**src/rtl/bus_master_if.sv**
```systemverilog
// Initiator-side bus interface: turns a single-cycle core access into the
// bus request/grant/strobe/ready handshake, with a watchdog abort.
module bus_master_if #(
  parameter int unsigned TIMEOUT = 255
) (
  input  logic        clk,
  input  logic        reset,
  input  logic        cpu_as_,
  input  logic        cpu_rw,
  input  logic [29:0] cpu_addr,
  input  logic [31:0] cpu_wr_data,
  output logic [31:0] cpu_rd_data,
  output logic        cpu_stall,
  output logic        cpu_err,
  output logic        bus_req_,
  input  logic        bus_grnt_,
  output logic [29:0] bus_addr,
  output logic        bus_as_,
  output logic        bus_rw,
  output logic [31:0] bus_wr_data,
  input  logic [31:0] bus_rd_data,
  input  logic        bus_rdy_,
  output logic [1:0]  dbg_state
);

  typedef enum logic [1:0] {
    IDLE   = 2'd0,
    REQ    = 2'd1,
    ACCESS = 2'd2,
    DONE   = 2'd3
  } state_t;

  localparam bit         WDOG_EN   = (TIMEOUT != 0);
  localparam logic [7:0] WDOG_LAST = 8'(TIMEOUT - 1);

  state_t      state;
  logic [7:0]  wdog;
  logic [29:0] lat_addr;
  logic        lat_rw;
  logic [31:0] lat_wr_data;
  logic        wdog_expired;

  // Core handshake: a request is presented when cpu_as_ is low; the core
  // keeps the strobe and operands stable until it sees cpu_stall low, which
  // happens only in DONE (the completion cycle) or in IDLE with no request.
  assign cpu_stall    = ((state == IDLE) && !cpu_as_) || (state == REQ) || (state == ACCESS);
  assign wdog_expired = WDOG_EN && (wdog == WDOG_LAST);
  assign dbg_state    = state;

  always_ff @(posedge clk or posedge reset) begin
    if (reset) begin
      state       <= IDLE;
      wdog        <= 8'd0;
      lat_addr    <= 30'd0;
      lat_rw      <= 1'b1;
      lat_wr_data <= 32'd0;
      bus_req_    <= 1'b1;
      bus_as_     <= 1'b1;
      bus_rw      <= 1'b1;
      bus_addr    <= 30'd0;
      bus_wr_data <= 32'd0;
      cpu_rd_data <= 32'd0;
      cpu_err     <= 1'b0;
    end else begin
      case (state)
        IDLE: begin
          if (!cpu_as_) begin
            lat_addr    <= cpu_addr;
            lat_rw      <= cpu_rw;
            lat_wr_data <= cpu_wr_data;
            bus_req_    <= 1'b0;
            state       <= REQ;
          end
        end
        REQ: begin
          if (!bus_grnt_) begin
            bus_addr    <= lat_addr;
            bus_rw      <= lat_rw;
            bus_wr_data <= lat_wr_data;
            bus_as_     <= 1'b0;
            wdog        <= 8'd0;
            state       <= ACCESS;
          end
        end
        ACCESS: begin
          bus_as_ <= 1'b1;
          wdog    <= wdog + 8'd1;
          // Ready takes priority over a watchdog expiry in the same cycle.
          if (!bus_rdy_) begin
            cpu_rd_data <= lat_rw ? bus_rd_data : 32'd0;
            cpu_err     <= 1'b0;
            bus_req_    <= 1'b1;
            bus_addr    <= 30'd0;
            bus_wr_data <= 32'd0;
            bus_rw      <= 1'b1;
            state       <= DONE;
          end else if (wdog_expired) begin
            cpu_rd_data <= 32'd0;
            cpu_err     <= 1'b1;
            bus_req_    <= 1'b1;
            bus_addr    <= 30'd0;
            bus_wr_data <= 32'd0;
            bus_rw      <= 1'b1;
            state       <= DONE;
          end
        end
        DONE: begin
          cpu_err <= 1'b0;
          state   <= IDLE;
        end
        default: state <= IDLE;
      endcase
    end
  end

endmodule
```
**config.mk**
```make
export PLATFORM = sky130hd
export DESIGN_NAME = bus_master_if
export DESIGN_NICKNAME = d
export VERILOG_FILES = /design/src/rtl/bus_master_if.sv
export SDC_FILE = /design/constraint.sdc
export NUM_CORES = 1
export LEC_CHECK = 0
export ABC_AREA = 1
export CAP_MARGIN = 10
export CORE_MARGIN = 1.5
export CORE_UTILIZATION = 47
export DETAILED_ROUTE_END_ITERATION = 8
export GPL_TIMING_DRIVEN = 1
export PLACE_DENSITY = 0.9
export SLEW_MARGIN = 20
export SYNTH_ARGS = -nofsm -noshare
export SYNTH_HDL_FRONTEND = slang
export SYNTH_SLANG_ARGS = --single-unit
```
**constraint.sdc**
```tcl
create_clock -name clk -period 9.1 [get_ports clk]
set_input_delay 2.73 -clock clk [delete_from_list [all_inputs] [get_ports clk]]
set_output_delay 2.73 -clock clk [all_outputs]
set_load 0.02 [all_outputs]
```
Word-level counts from Yosys, hierarchy flattened
Index checks and enable logic that the tools add are counted.

cells by class
  $add $sub $neg = 1
  equal/unequal tests = 8
  mux-type cells = 27
  bitwise operators = 1
  reductions and logical operators = 15

operators by type and width
  kind                                                                    count
  32-bit two-way mux                                                      5
  30-bit two-way mux                                                      3
  32-bit case mux with 2 select lines                                     1
  30-bit case mux with 2 select lines                                     1
  8-bit case mux with 2 select lines                                      1
  3-bit AND reduction                                                     3
  8-bit by 1-bit adder with 8-bit output (second input constant)          1
  8-bit equality test (second input constant)                             1
  2-bit two-way mux                                                       4
  8-bit two-way mux                                                       1
  1-bit case mux with 2 select lines                                      4
  2-bit case mux with 4 select lines                                      1
  2-bit AND reduction                                                     4
  1-bit two-way mux                                                       6
  2-bit nonzero test                                                      3
  2-bit equality test (second input constant)                             2
  2-bit != test (second input constant)                                   2
  3-bit != test (second input constant)                                   1
  2-bit by 1-bit equality test with 1-bit output (second input constant)  1
  2-bit logical NOT                                                       1
  1-bit logical OR                                                        2
  2-bit by 1-bit != test with 1-bit output (second input constant)        1
  1-bit logical AND                                                       1
  1-bit logical NOT                                                       1
  1-bit NOT                                                               1

word-level totals
  bits in registers = 171

Logic depth before layout (Yosys ltp)
  depth in word-level cells = 4
  mapped depth = 11
  mapped depth without buffers = 9

Least setup slack after synthesis
OpenSTA, ideal clock, no wires.

  kind = input port to output port
  from = input port cpu_as_
  to = output port cpu_stall
  data arrival time = 3.356 ns
  path slack = 3.014 ns
  stages = 5
  path buffers = 2
  path through = inv_1 nand2_1 buf_2 buf_2 nand2_1

on the way
  word-level cells in the longest chain between the ends = 4

RTL lines
  what                           line  source
  start, declared                8     input logic cpu_as_,
  1-bit logical NOT              -
  1-bit logical AND              46    assign cpu_stall = ((state == IDLE) && !cpu_as_) || (state == REQ) || (state == ACCESS);
  1-bit logical OR (2 in a row)  46
  end, declared                  13    output logic cpu_stall,

Every way passes these cells.

Worst setup path after layout
Ends and elaborated chain as after synthesis.

==> qor.csv <==
metric;value;unit
EDFF count, synth;0;
Crit path top cell by count;clkdlybuf4s50_1;
Power per Cell Area;382.8;nW/um^2
overall power;3644;uW
Slowest cell on crit path;clkdlybuf4s50_1;
clk_lat worst skew;0.44;ns
CP endpoint kind;output port;
FP Rows;44;
# hold bufs at CTS;0;
total gr overflow;0;
max_slew headroom;42.19;%
TritonCTS buffer count;17;
clock skew;0.01790;ns
Routed Antenna Nets;0;
Crit Path Max Fanout;2;
fmax;150.5;MHz
Max rail drop VDD;0.0002298;V
CP top delay family;buffers and inverters;
max-slew violation count;0;
GRT Overall Usage;20.24;%
Vias;4992;
H-tree depth;4;
Root Buffer;clkbuf_16;
port bufs;200;
antenna violations before repair;1;
routability congestion estimate;0.7718;
Sink Count;171;
placed insts;1001;
DR DRC count;0;
Final Util;66.00;%
HPWL after DPL;9854;um
fin crit share;73.01;%
Syn Inst Count;643;
global-route wire length before repair;23700;um
worst path cell trace;clkdlybuf4s50_1, inv_1, nand2_2, nand2_1, clkdlybuf4s50_1;
total iterations of the first detailed-routing run;4;
Filler cells;1052;
register area;4284;sq um
Antenna Cells;0;
CP bufs+invs;3;
Post-synth top flop;dfrtp_1;
CTS tree;built;
Setup TNS Final;0;ns
initial core utilization;47.67;%
Synthesized Nets;750;
Routed WL;15100;um
area of the multi-input gates;2325;sq um
unrepaired setup endpoints after global routing;false;
actual slew at the worst max-slew pin;0.8671;ns
endpoints failing setup;0;
min Tclk post-route;6.644;ns
Yosys cell types;29;
CP Class;in2out;
die width;123.9;um
critical path arrival;3.91;ns
die area;15360;sq um
Worst EP required;6.37;ns
nature of the critical path startpoint;input port;
pin count of the biggest net entering global routing;118;
hold crit path type;reg2reg;
layout cells sized above 1;15.08;%
Synth async-reset ratio;100.0;%
outcome;completed;
synthesized cell area;6875;sq um
Clock transition at path regs;0.07;ns
Clock Tree Buf Depth;2;
DP Area;8929;sq um
#FFs+latches synth;171;
sequential cell area fraction in the yosys report;62.31;%
Final Cell Area;9520;sq um
Final nets;943;
floorplan core area;14420;sq um
Leak Pwr;0.004401;uW
number of global-route vias before repair;4823;
Syn Area/Cell;10.69;sq um
num ports;201;
number of post-CTS setup repair buffers;0;
Vias/cell;4.833;
number of synthesis warnings;0;
Area growth, synth to finish;38.47;%
Worst path max stage delay;0.59;ns
fin cells;1033;
final hold viol count;0;
maxcap violations;0;
Starting DRT DRC Count;251;
Die H;123.9;um
average wire per standard cell;14.62;um
PostCTS Resize Cnt;0;
[cells in the final DEF, fill, tap and decap left out, drive strengths merged]
cell,count
clkinv,4
o21a,1
clkbuf,17
or2,1
xnor2,1
clkdlybuf4s50,200
dfrtp,167
dfstp,4
buf,4
ha,7
nand4,1
nor2,9
xor2,2
mux2,62
bufinv,2
o21ai,39
nand2,290
nand3,12
clkinvlp,4
inv,19
a21oi,3
[logic make-up (layout without fill, tap and decap cells)]
group                    after synthesis  after routing  synth area share, %
AND/OR/NAND/NOR                      313            313                17.74
AO/OA/AOI/OAI                         43             43                4.040
XOR/XNOR                               3              3               0.3822
multiplexers                          62             62                10.15
buffers and inverters                 44            250                4.095
adder cells (fa/ha/maj)                7              7                1.274
flip-flops                           171            171                62.31
[power breakdown]
part	total (uW)	switching, uW	internal (uW)	leakage [uW]
clock	724	315	409	0.000279
combinational	1600	874	722	0.00199
sequential	1320	189	1130	0.00213
[final cells by class]
class	count	area share (%)
clock buffer	17	4.468
clock inverter	15	1.722
inverter	14	0.6308
multi-input combinational	428	24.42
sequential	171	45.00
tap	184	2.418
timing repair buffer	204	21.34
[final timing paths]
| kind | from | end | slack, ns | cells after the start |
|---|---|---|---|---|
| worst max-delay path | cpu_as_ | cpu_stall | 2.46 | 5 |
| worst min-delay path | bus_req_$_DFFE_PP1P_ | bus_req_$_DFFE_PP1P_ | 0.47 | 2 |
| worst max register to register | dbg_state[0]$_DFFE_PP0P_ | bus_wr_data[4]$_DFFE_PP0P_ | 6.56 | 7 |
| worst min register to register | bus_req_$_DFFE_PP1P_ | bus_req_$_DFFE_PP1P_ | 0.47 | 2 |
| max in group asynchronous | reset | lat_addr[9]$_DFFE_PP0P_ | 5.04 | 3 |
| min in group asynchronous | reset | cpu_rd_data[8]$_DFFE_PP0P_ | 2.86 | 2 |
[per-layer routing]
layer	share of wire, %	up-vias	global-route usage [%]
met1	42	2386	25.16
li1	-	2435	-
met3	7.0	19	7.326
met5	0.073	-	0
met4	1.6	2	6.605
met2	49	150	33.01
[synth_stat cells (2+ instances only)]
master	number	share of area, %
nor2_1	7	0.38
nor2_2	2	0.18
ha_1	7	1.3
buf_2	13	0.95
clkbuf_1	3	0.16
nand2_1	286	16
xor2_1	2	0.25
o21ai_1	19	1.4
a21oi_1	3	0.22
dfrtp_1	167	61
mux2_2	62	10
clkbuf_8	2	0.40
buf_6	10	1.6
nand2_2	3	0.27
o21ai_0	6	0.44
o21ai_2	13	1.7
dfstp_2	4	1.5
nand3_1	11	0.80
inv_1	13	0.71
[through the flow]
| stage | setup slack [ns] | hold slack (ns) |
|---|---|---|
| 6_report | 2.456 | 0.4654 |
| 5_1_grt | 2.390 | 0.4845 |
| 4_1_cts | 2.449 | 0.4691 |
| 3_5_place_dp | 2.457 | 0.4563 |
| 3_3_place_gp | 2.451 | 0.4467 |
| 2_1_floorplan | 1.745 | 0.4434 |
[tightest hold or removal path: stages, from the launching register on]
cell and delay [ns]:
dfstp_2 0.37, nand2_1 0.06, nand2_1 0.04
[state kept, by name, indices dropped and copies added (netlist names)]
signal	cells
bus_addr	30
bus_as_	1
bus_req_	1
bus_rw	1
bus_wr_data	32
cpu_err	1
cpu_rd_data	32
dbg_state	2
lat_addr	30
lat_rw	1
lat_wr_data	32
wdog	8
Power figures use the tool's default switching activity.
